**src/rtl/multicycle_control_fsm.sv**
```systemverilog
// Main control unit of the multi-cycle CPU: sequences fetch/decode/execute/memory/writeback
// and drives the ALU opcode and operand muxes. Outputs are registered from the next state.
module multicycle_control_fsm #(
  parameter int RESET_STATE_CYCLES = 1
) (
  input  logic       clk,
  input  logic       rst_n,
  input  logic [5:0] op,
  input  logic [5:0] funct,
  input  logic       zero,
  output logic       iord,
  output logic       mem_write,
  output logic       ir_write,
  output logic       reg_dst,
  output logic       mem_to_reg,
  output logic       reg_write,
  output logic [1:0] alu_src_a,
  output logic [1:0] alu_src_b,
  output logic [1:0] pc_src,
  output logic       pc_en,
  output logic [3:0] alu_control,
  output logic       illegal_instr,
  output logic [3:0] state_out
);

  // state_out encoding follows the order states are listed: S_RST=0 ... ILLEGAL=13
  typedef enum logic [3:0] {
    S_RST      = 4'd0,
    S_FETCH    = 4'd1,
    S_DECODE   = 4'd2,
    S_MEMADR   = 4'd3,
    S_MEMRD    = 4'd4,
    S_MEMWB    = 4'd5,
    S_MEMWR    = 4'd6,
    S_EXECUTE  = 4'd7,
    S_ALUWB    = 4'd8,
    S_BRANCH   = 4'd9,
    S_ADDIEXEC = 4'd10,
    S_ADDIWB   = 4'd11,
    S_JUMP     = 4'd12,
    S_ILLEGAL  = 4'd13
  } state_t;

  localparam int CW = (RESET_STATE_CYCLES > 1) ? $clog2(RESET_STATE_CYCLES) : 1;

  state_t        state, nxt;
  logic [CW-1:0] rst_cnt;
  logic          rst_done;
  logic          pc_write, branch;
  logic          funct_ok, funct_shift;
  logic [3:0]    funct_alu;

  logic       d_iord, d_mem_write, d_ir_write, d_reg_dst, d_mem_to_reg, d_reg_write;
  logic       d_pc_write, d_branch, d_illegal;
  logic [1:0] d_src_a, d_src_b, d_pc_src;
  logic [3:0] d_alu;

  assign rst_done = (int'(rst_cnt) >= RESET_STATE_CYCLES - 1);

  always_comb begin
    funct_ok    = 1'b1;
    funct_shift = 1'b0;
    funct_alu   = 4'b0000;
    case (funct)
      6'b100000: funct_alu = 4'b0000;
      6'b100010: funct_alu = 4'b0001;
      6'b011000: funct_alu = 4'b0010;
      6'b011010: funct_alu = 4'b0011;
      6'b100110: funct_alu = 4'b0100;
      6'b100100: funct_alu = 4'b0101;
      6'b100101: funct_alu = 4'b0110;
      6'b101111: funct_alu = 4'b0111;
      6'b100111: funct_alu = 4'b1000;
      6'b101010: funct_alu = 4'b1001;
      6'b000000: begin funct_alu = 4'b1010; funct_shift = 1'b1; end
      6'b000010: begin funct_alu = 4'b1011; funct_shift = 1'b1; end
      6'b000011: begin funct_alu = 4'b1100; funct_shift = 1'b1; end
      default:   funct_ok = 1'b0;
    endcase
  end

  always_comb begin
    nxt = S_FETCH;
    case (state)
      S_RST:    nxt = rst_done ? S_FETCH : S_RST;
      S_FETCH:  nxt = S_DECODE;
      S_DECODE: begin
        case (op)
          6'b100011, 6'b101011: nxt = S_MEMADR;
          6'b000000:            nxt = S_EXECUTE;
          6'b000100:            nxt = S_BRANCH;
          6'b001000:            nxt = S_ADDIEXEC;
          6'b000010:            nxt = S_JUMP;
          default:              nxt = S_ILLEGAL;
        endcase
      end
      S_MEMADR:   nxt = (op == 6'b100011) ? S_MEMRD : S_MEMWR;
      S_MEMRD:    nxt = S_MEMWB;
      S_EXECUTE:  nxt = funct_ok ? S_ALUWB : S_ILLEGAL;
      S_ADDIEXEC: nxt = S_ADDIWB;
      default:    nxt = S_FETCH;
    endcase
  end

  // Moore decode of the state being entered, so the registers hold this state's outputs
  always_comb begin
    d_iord = 1'b0; d_mem_write = 1'b0; d_ir_write = 1'b0; d_reg_dst = 1'b0;
    d_mem_to_reg = 1'b0; d_reg_write = 1'b0; d_pc_write = 1'b0; d_branch = 1'b0;
    d_illegal = 1'b0; d_src_a = 2'b00; d_src_b = 2'b00; d_pc_src = 2'b00; d_alu = 4'b0000;
    case (nxt)
      S_FETCH:    begin d_ir_write = 1'b1; d_src_b = 2'b01; d_pc_write = 1'b1; end
      S_DECODE:   d_src_b = 2'b11;
      S_MEMADR:   begin d_src_a = 2'b01; d_src_b = 2'b10; end
      S_MEMRD:    d_iord = 1'b1;
      S_MEMWB:    begin d_mem_to_reg = 1'b1; d_reg_write = 1'b1; end
      S_MEMWR:    begin d_iord = 1'b1; d_mem_write = 1'b1; end
      S_EXECUTE:  begin d_alu = funct_alu; d_src_a = funct_shift ? 2'b10 : 2'b01; end
      S_ALUWB:    begin d_reg_dst = 1'b1; d_reg_write = 1'b1; end
      S_BRANCH:   begin d_src_a = 2'b01; d_alu = 4'b0001; d_pc_src = 2'b01; d_branch = 1'b1; end
      S_ADDIEXEC: begin d_src_a = 2'b01; d_src_b = 2'b10; end
      S_ADDIWB:   d_reg_write = 1'b1;
      S_JUMP:     begin d_pc_src = 2'b10; d_pc_write = 1'b1; end
      S_ILLEGAL:  d_illegal = 1'b1;
      default:    ;
    endcase
  end

  always_ff @(posedge clk or negedge rst_n) begin
    if (!rst_n) begin
      state <= S_RST; rst_cnt <= '0;
      iord <= 1'b0; mem_write <= 1'b0; ir_write <= 1'b0; reg_dst <= 1'b0;
      mem_to_reg <= 1'b0; reg_write <= 1'b0; pc_write <= 1'b0; branch <= 1'b0;
      illegal_instr <= 1'b0; alu_src_a <= 2'b00; alu_src_b <= 2'b00;
      pc_src <= 2'b00; alu_control <= 4'b0000;
    end else begin
      state   <= nxt;
      rst_cnt <= (state == S_RST && !rst_done) ? rst_cnt + CW'(1) : '0;
      iord <= d_iord; mem_write <= d_mem_write; ir_write <= d_ir_write; reg_dst <= d_reg_dst;
      mem_to_reg <= d_mem_to_reg; reg_write <= d_reg_write; pc_write <= d_pc_write;
      branch <= d_branch; illegal_instr <= d_illegal; alu_src_a <= d_src_a;
      alu_src_b <= d_src_b; pc_src <= d_pc_src; alu_control <= d_alu;
    end
  end

  assign pc_en     = pc_write | (branch & zero);
  assign state_out = state;

endmodule

```
**config.mk**
```make
export PLATFORM = sky130hd
export DESIGN_NAME = multicycle_control_fsm
export DESIGN_NICKNAME = d
export VERILOG_FILES = /design/src/rtl/multicycle_control_fsm.sv
export SDC_FILE = /design/constraint.sdc
export NUM_CORES = 1
export LEC_CHECK = 0
export ABC_AREA = 1
export CORE_MARGIN = 3
export CORE_UTILIZATION = 39
export CTS_CLUSTER_SIZE = 30
export DETAILED_ROUTE_END_ITERATION = 10
export GPL_TIMING_DRIVEN = 0
export MAX_ROUTING_LAYER = met4
export PLACE_DENSITY = 0.64
export SLEW_MARGIN = 15
export SYNTH_ARGS = -nofsm -noshare
export SYNTH_HDL_FRONTEND = slang
export SYNTH_SLANG_ARGS = --single-unit
```
**constraint.sdc**
```tcl
create_clock -name clk -period 1.71 [get_ports clk]
set_input_delay 0.342 -clock clk [delete_from_list [all_inputs] [get_ports clk]]
set_output_delay 0.342 -clock clk [all_outputs]
set_load 0.01 [all_outputs]
```
# Yosys cells after proc, flatten, opt, wreduce, memory -nomap -nowiden
# Cells that the tools add are included.
# Widths: inputs -> output; s select.
[totals]
output_inout_bits = 22
in_bits = 15
regBits = 23
wordCells = 83
[op_classes]
n_mux = 21
n_bitwise = 2
n_reduce_logical = 10
n_eq_ne = 36
[ops]
columns = ["op", "n"]
rows = [
  ["$eq 6x6->1 const B", 10],
  ["$pmux 4 s12", 1],
  ["$eq 4x4->1 const B", 7],
  ["$eq 4x3->1 const B", 6],
  ["$pmux 4 s6", 1],
  ["$pmux 4 s5", 1],
  ["$eq 6x2->1 const B", 3],
  ["$eq 4x2->1 const B", 4],
  ["$reduce_or 13->1", 1],
  ["$eq 6x5->1 const B", 2],
  ["$logic_not 6->1", 2],
  ["$mux 1", 11],
  ["$reduce_or 3->1", 3],
  ["$eq 4x1->1 const B", 2],
  ["$pmux 2 s2", 2],
  ["$pmux 4 s2", 1],
  ["$reduce_or 2->1", 4],
  ["$eq 6x3->1 const B", 1],
  ["$eq 6x4->1 const B", 1],
  ["$pmux 2 s3", 1],
  ["$mux 2", 2],
  ["$mux 3", 1],
  ["$and 1x1->1", 1],
  ["$or 1x1->1", 1],
]

# Depth between registers and ports, before layout
[depth]
depth_word = 8
ltp_mapped = 11
ltp_nobuf = 11

# Worst setup path before layout
# Ideal clock, no wire load.
[synth_path]
path_type = "reg-to-reg"
from = "reg state[3], in the netlist state_out[3]"
to = "reg alu_src_a[0]"
path_stages_with_launch = 11
path_slack_ns = 0.111
arrival_ns = 1.471
synth_period_minus_slack_ns = 1.599
setup_ns = 0.128
required_ns = 1.582
path_buffers = 0
path_cell_list = "dfrtp_1 nor2_1 inv_1 nor2_4 nor2_1 a21oi_2 nand3_4 nand2_2 nor2_1 nor2_1 nand3_1"
[synth_via]
elab_chain_len = 5
elab_cells_between_ends = 13
cone_classes = "eq/ne: 10; mux: 2; reduce/logical: 1"
[synth_lines]
columns = ["item", "line", "text"]
rows = [
  ["from (decl)", "46", "state_t state, nxt;"],
  ["from (signal assigned)", "136", "state <= nxt;"],
  ["$eq 4x4->1, or another cell as far along", "84", "case (state)"],
  ["$pmux 4 s6 (*)", "84", ""],
  ["named net nxt[0]", "46", ""],
  ["$eq 4x4->1 / $eq 4x2->1 (equally long branches)", "110", "case (nxt)"],
  ["$reduce_or 3->1 (no line)", "-", ""],
  ["$pmux 2 s2 (*)", "110", ""],
  ["named net d_src_a[0]", "55", "logic [1:0] d_src_a, d_src_b, d_pc_src;"],
  ["to (signal assigned)", "140", "branch <= d_branch; illegal_instr <= d_illegal; alu_src_a <= d_src_a;"],
  ["to (decl)", "17", "output logic [1:0] alu_src_a,"],
]
# Mark *: on every way through the listed nets, which the timed path passes. The rest lies on a longest branch.

# Worst setup path in the final report
[layout_path]
from = "reg state[3], in the netlist state_out[3]"
to = "reg alu_control[2]"
[layout_via]
elab_chain_len = 4
elab_cells_between_ends = 10
cone_classes = "eq/ne: 8; mux: 2"
[layout_lines]
columns = ["item", "line", "text"]
rows = [
  ["$eq 4x4->1, or another cell as far along", "84", ""],
  ["$pmux 4 s6 (*)", "84", ""],
  ["named net nxt[1]", "46", ""],
  ["$eq 4x4->1 / $eq 4x3->1 (equally long branches)", "110", ""],
  ["$pmux 4 s2 (*)", "110", ""],
  ["named net d_alu[2]", "56", "logic [3:0] d_alu;"],
  ["to (signal assigned)", "141", "alu_src_b <= d_src_b; pc_src <= d_pc_src; alu_control <= d_alu;"],
  ["to (decl)", "21", "output logic [3:0] alu_control,"],
]
# Marked as above.

==> impl_metrics.ini <==
[synthesis]
synth_seq_area_share_pct = 41.3
synth_top_flop_cell = dfrtp_1
netlist_area_sq_mm = 0.00133
avgSynthCellArea_sq_um = 7.54
synth_edf_count = 0
yosys_warnings = 0
yosysUniqueCellTypes = 23
postSynthCellCount = 177
ys_async_sr_fraction_pct = 100
synth_nets = 192
ys_ff_latch = 22

[route]
drc = 0
wl_per_cell_um = 11.6
first_pass_iters = 4
viasPerCell = 4.77
drtAntennaViolNets = 0
drt_iter0_markers = 38
routed_wl_mm = 3.18
vias = 1303

[die]
io-pin-count = 37
core_sq_mm = 0.00315
die_h_um = 64.5
rows = 20
dieArea_sq_mm = 0.00416
start_util_pct = 42.3
dieWidth_um = 64.5

[layout]
syn2layout_area_growth_pct = 50.2
stdcell_area_sq_mm = 0.00200
layout_common_cells = 31 x nand2_1, 22 x clkdlybuf4s50_1, 21 x nor2_1, 21 x inv_1, 19 x dfrtp_1
fin_util_pct = 63.5
mostFrequentLayoutCell = nand2_1
drive_gt1_share_pct = 32.3
nets = 245
antenna_cells = 0

[hold_path]
hp-class = in2reg

[timing]
period_minus_slack_ps = 1670
finalCritPeriodShare_pct = 97.8
fin_ws_ps = 37.7
slew_headroom_pct = 38.8
finClkSkew_ps = 2.02
clock.fmax_mhz = 598
rsz0062_at_grt = true
drv_slew = 0
whs_ps = 492
setup_violations = 0
tightest_slew_ps = 916
hold_violations = 0

[clock_tree]
clk_path_buf_depth = 2
clk_pin_slew_worst_paths_ps = 110
cts.sinks = 22
cts_tree = built
htree_levels = 1
clockRootBuffer = clkbuf_4
clk_latency_ps = 290
cts_buffers = 3

[power]
p_leak_nw = 1.04
p_per_area_mw_per_mm2 = 1450
vdd_ir_drop_max_v = 0.000521

[worst_setup_path]
crit_path_max_fanout = 4
crit_family = simple AND/OR/NAND/NOR gates
critPathBufInv = 3
cp-end-kind = flop
cp.required_ps = 1940
critical_path_class = reg2reg
cpMostUsedCell = nor2_4
critPathArrivalTime_ps = 1910
cpMaxStageDelayCell = dfrtp_1
worstPathCellList = nor2_4, inv_2, nor2_4, buf_6, nand2_2, nand3b_1, buf_4, nand2_4, nor2_4, nand2_2, a21oi_2
crit_path_start_kind = flop
crit_path_max_incr_delay_ps = 450

[placement]
post-place-ws_ps = -511
dp_hpwl_mm = 2.42
port_buffers = 36
gp_congestion = 0.832
placed_area_sq_mm = 0.00175

[grt]
antenna_found_initial = 0
grt_pass1_wl_mm = 5.22
grt.total_usage_pct = 16.2
grt_max_degree = 23
grt-ovfl-total = 0
grt_pass1_vias = 1213

[status]
outcome = finished, final reports clean

[flow_run]
max-cap-violations = 0
## worst min-delay path: cells and delay by family
family                 cells  cell delay, ps
buffers and inverters      2             220
AND/OR/NAND/NOR            2             190
## cells in the mapped netlist, types with 2 or more instances
cell type	instances	area share [%]
inv_2	4	1.1
a21oi_2	2	1.3
nand2_1	39	11
dfrtp_1	22	41
nor2_2	9	4.2
nand3_2	3	2.3
nand3_4	2	2.6
nor2_1	30	8.4
nor2_4	5	4.2
nand3_1	16	6.0
nand4_1	7	3.3
inv_1	24	6.8
nand2_2	4	1.9
## final cells by class
class / count / area [sq um]
well taps: 44 / 55.1
repair buffers: 48 / 463
fillers: 290 / 1150
multi-input cells: 126 / 782
inverters: 28 / 105
plain buffers: 1 / 7.51
clock buffers: 4 / 36.3
flip-flops and latches: 22 / 554
## through the flow
stage               std cells  setup TNS (ps)  power (W)
floorplan                 177               0    0.00165
finish                    273               0    0.00291
detailed placement        257           -5630    0.00218
global route              273            -657    0.00315
global placement          257           -5660    0.00217
CTS                       265           -20.2    0.00262
## power breakdown
part	switching [W]	leakage, nW	internal [W]
Combinational	0.000978	0.732	0.000877
Clock	0.000140	0.0210	0.000130
Sequential	0.0000922	0.285	0.000694
Total	0.00121	1.04	0.00170
## cell families (layout without fill, tap and decap cells)
| logic type | Yosys count | after routing | share of synthesized area [%] |
|---|---|---|---|
| AND/OR/NAND/NOR | 118 | 118 | 45.8 |
| buffers and inverters | 29 | 81 | 8.44 |
| flip-flops | 22 | 22 | 41.3 |
| AO/OA/AOI/OAI | 8 | 8 | 4.50 |
## path summary, 6_finish.rpt
| path | startpoint | end | slack [ps] | cells past startpoint |
|---|---|---|---|---|
| hold reg to reg | state_out[1]$_DFF_PN0_ | alu_src_b[1]$_DFF_PN0_ | 660 | 3 |
| setup reg to reg | state_out[3]$_DFF_PN0_ | alu_control[2]$_DFF_PN0_ | 40 | 11 |
| hold / removal | op[5] | mem_write$_DFF_PN0_ | 490 | 4 |
| min in group asynchronous | rst_n | reg_write$_DFF_PN0_ | 550 | 1 |
| max in group asynchronous | rst_n | state_out[2]$_DFF_PN0_ | 550 | 1 |
| setup / recovery | state_out[3]$_DFF_PN0_ | alu_control[2]$_DFF_PN0_ | 40 | 11 |
## layer usage
layer | up-vias | GRT usage, % | part of all wire, %
met5 | - | - | 0
met4 | 0 | 6.33 | 0.76
met3 | 2 | 1.21 | 4.1
met2 | 34 | 28.2 | 52
met1 | 606 | 19.5 | 43
li1 | 661 | - | -
## what timing repair did
action	in CTS	in global routing
hold buffers	0	0
resized for setup	20	32
buffers inserted	4	8
pin swaps	8	19
endpoints found under the hold margin	0	0
setup endpoints to repair	12	13
(Power assumes the default switching activity.)
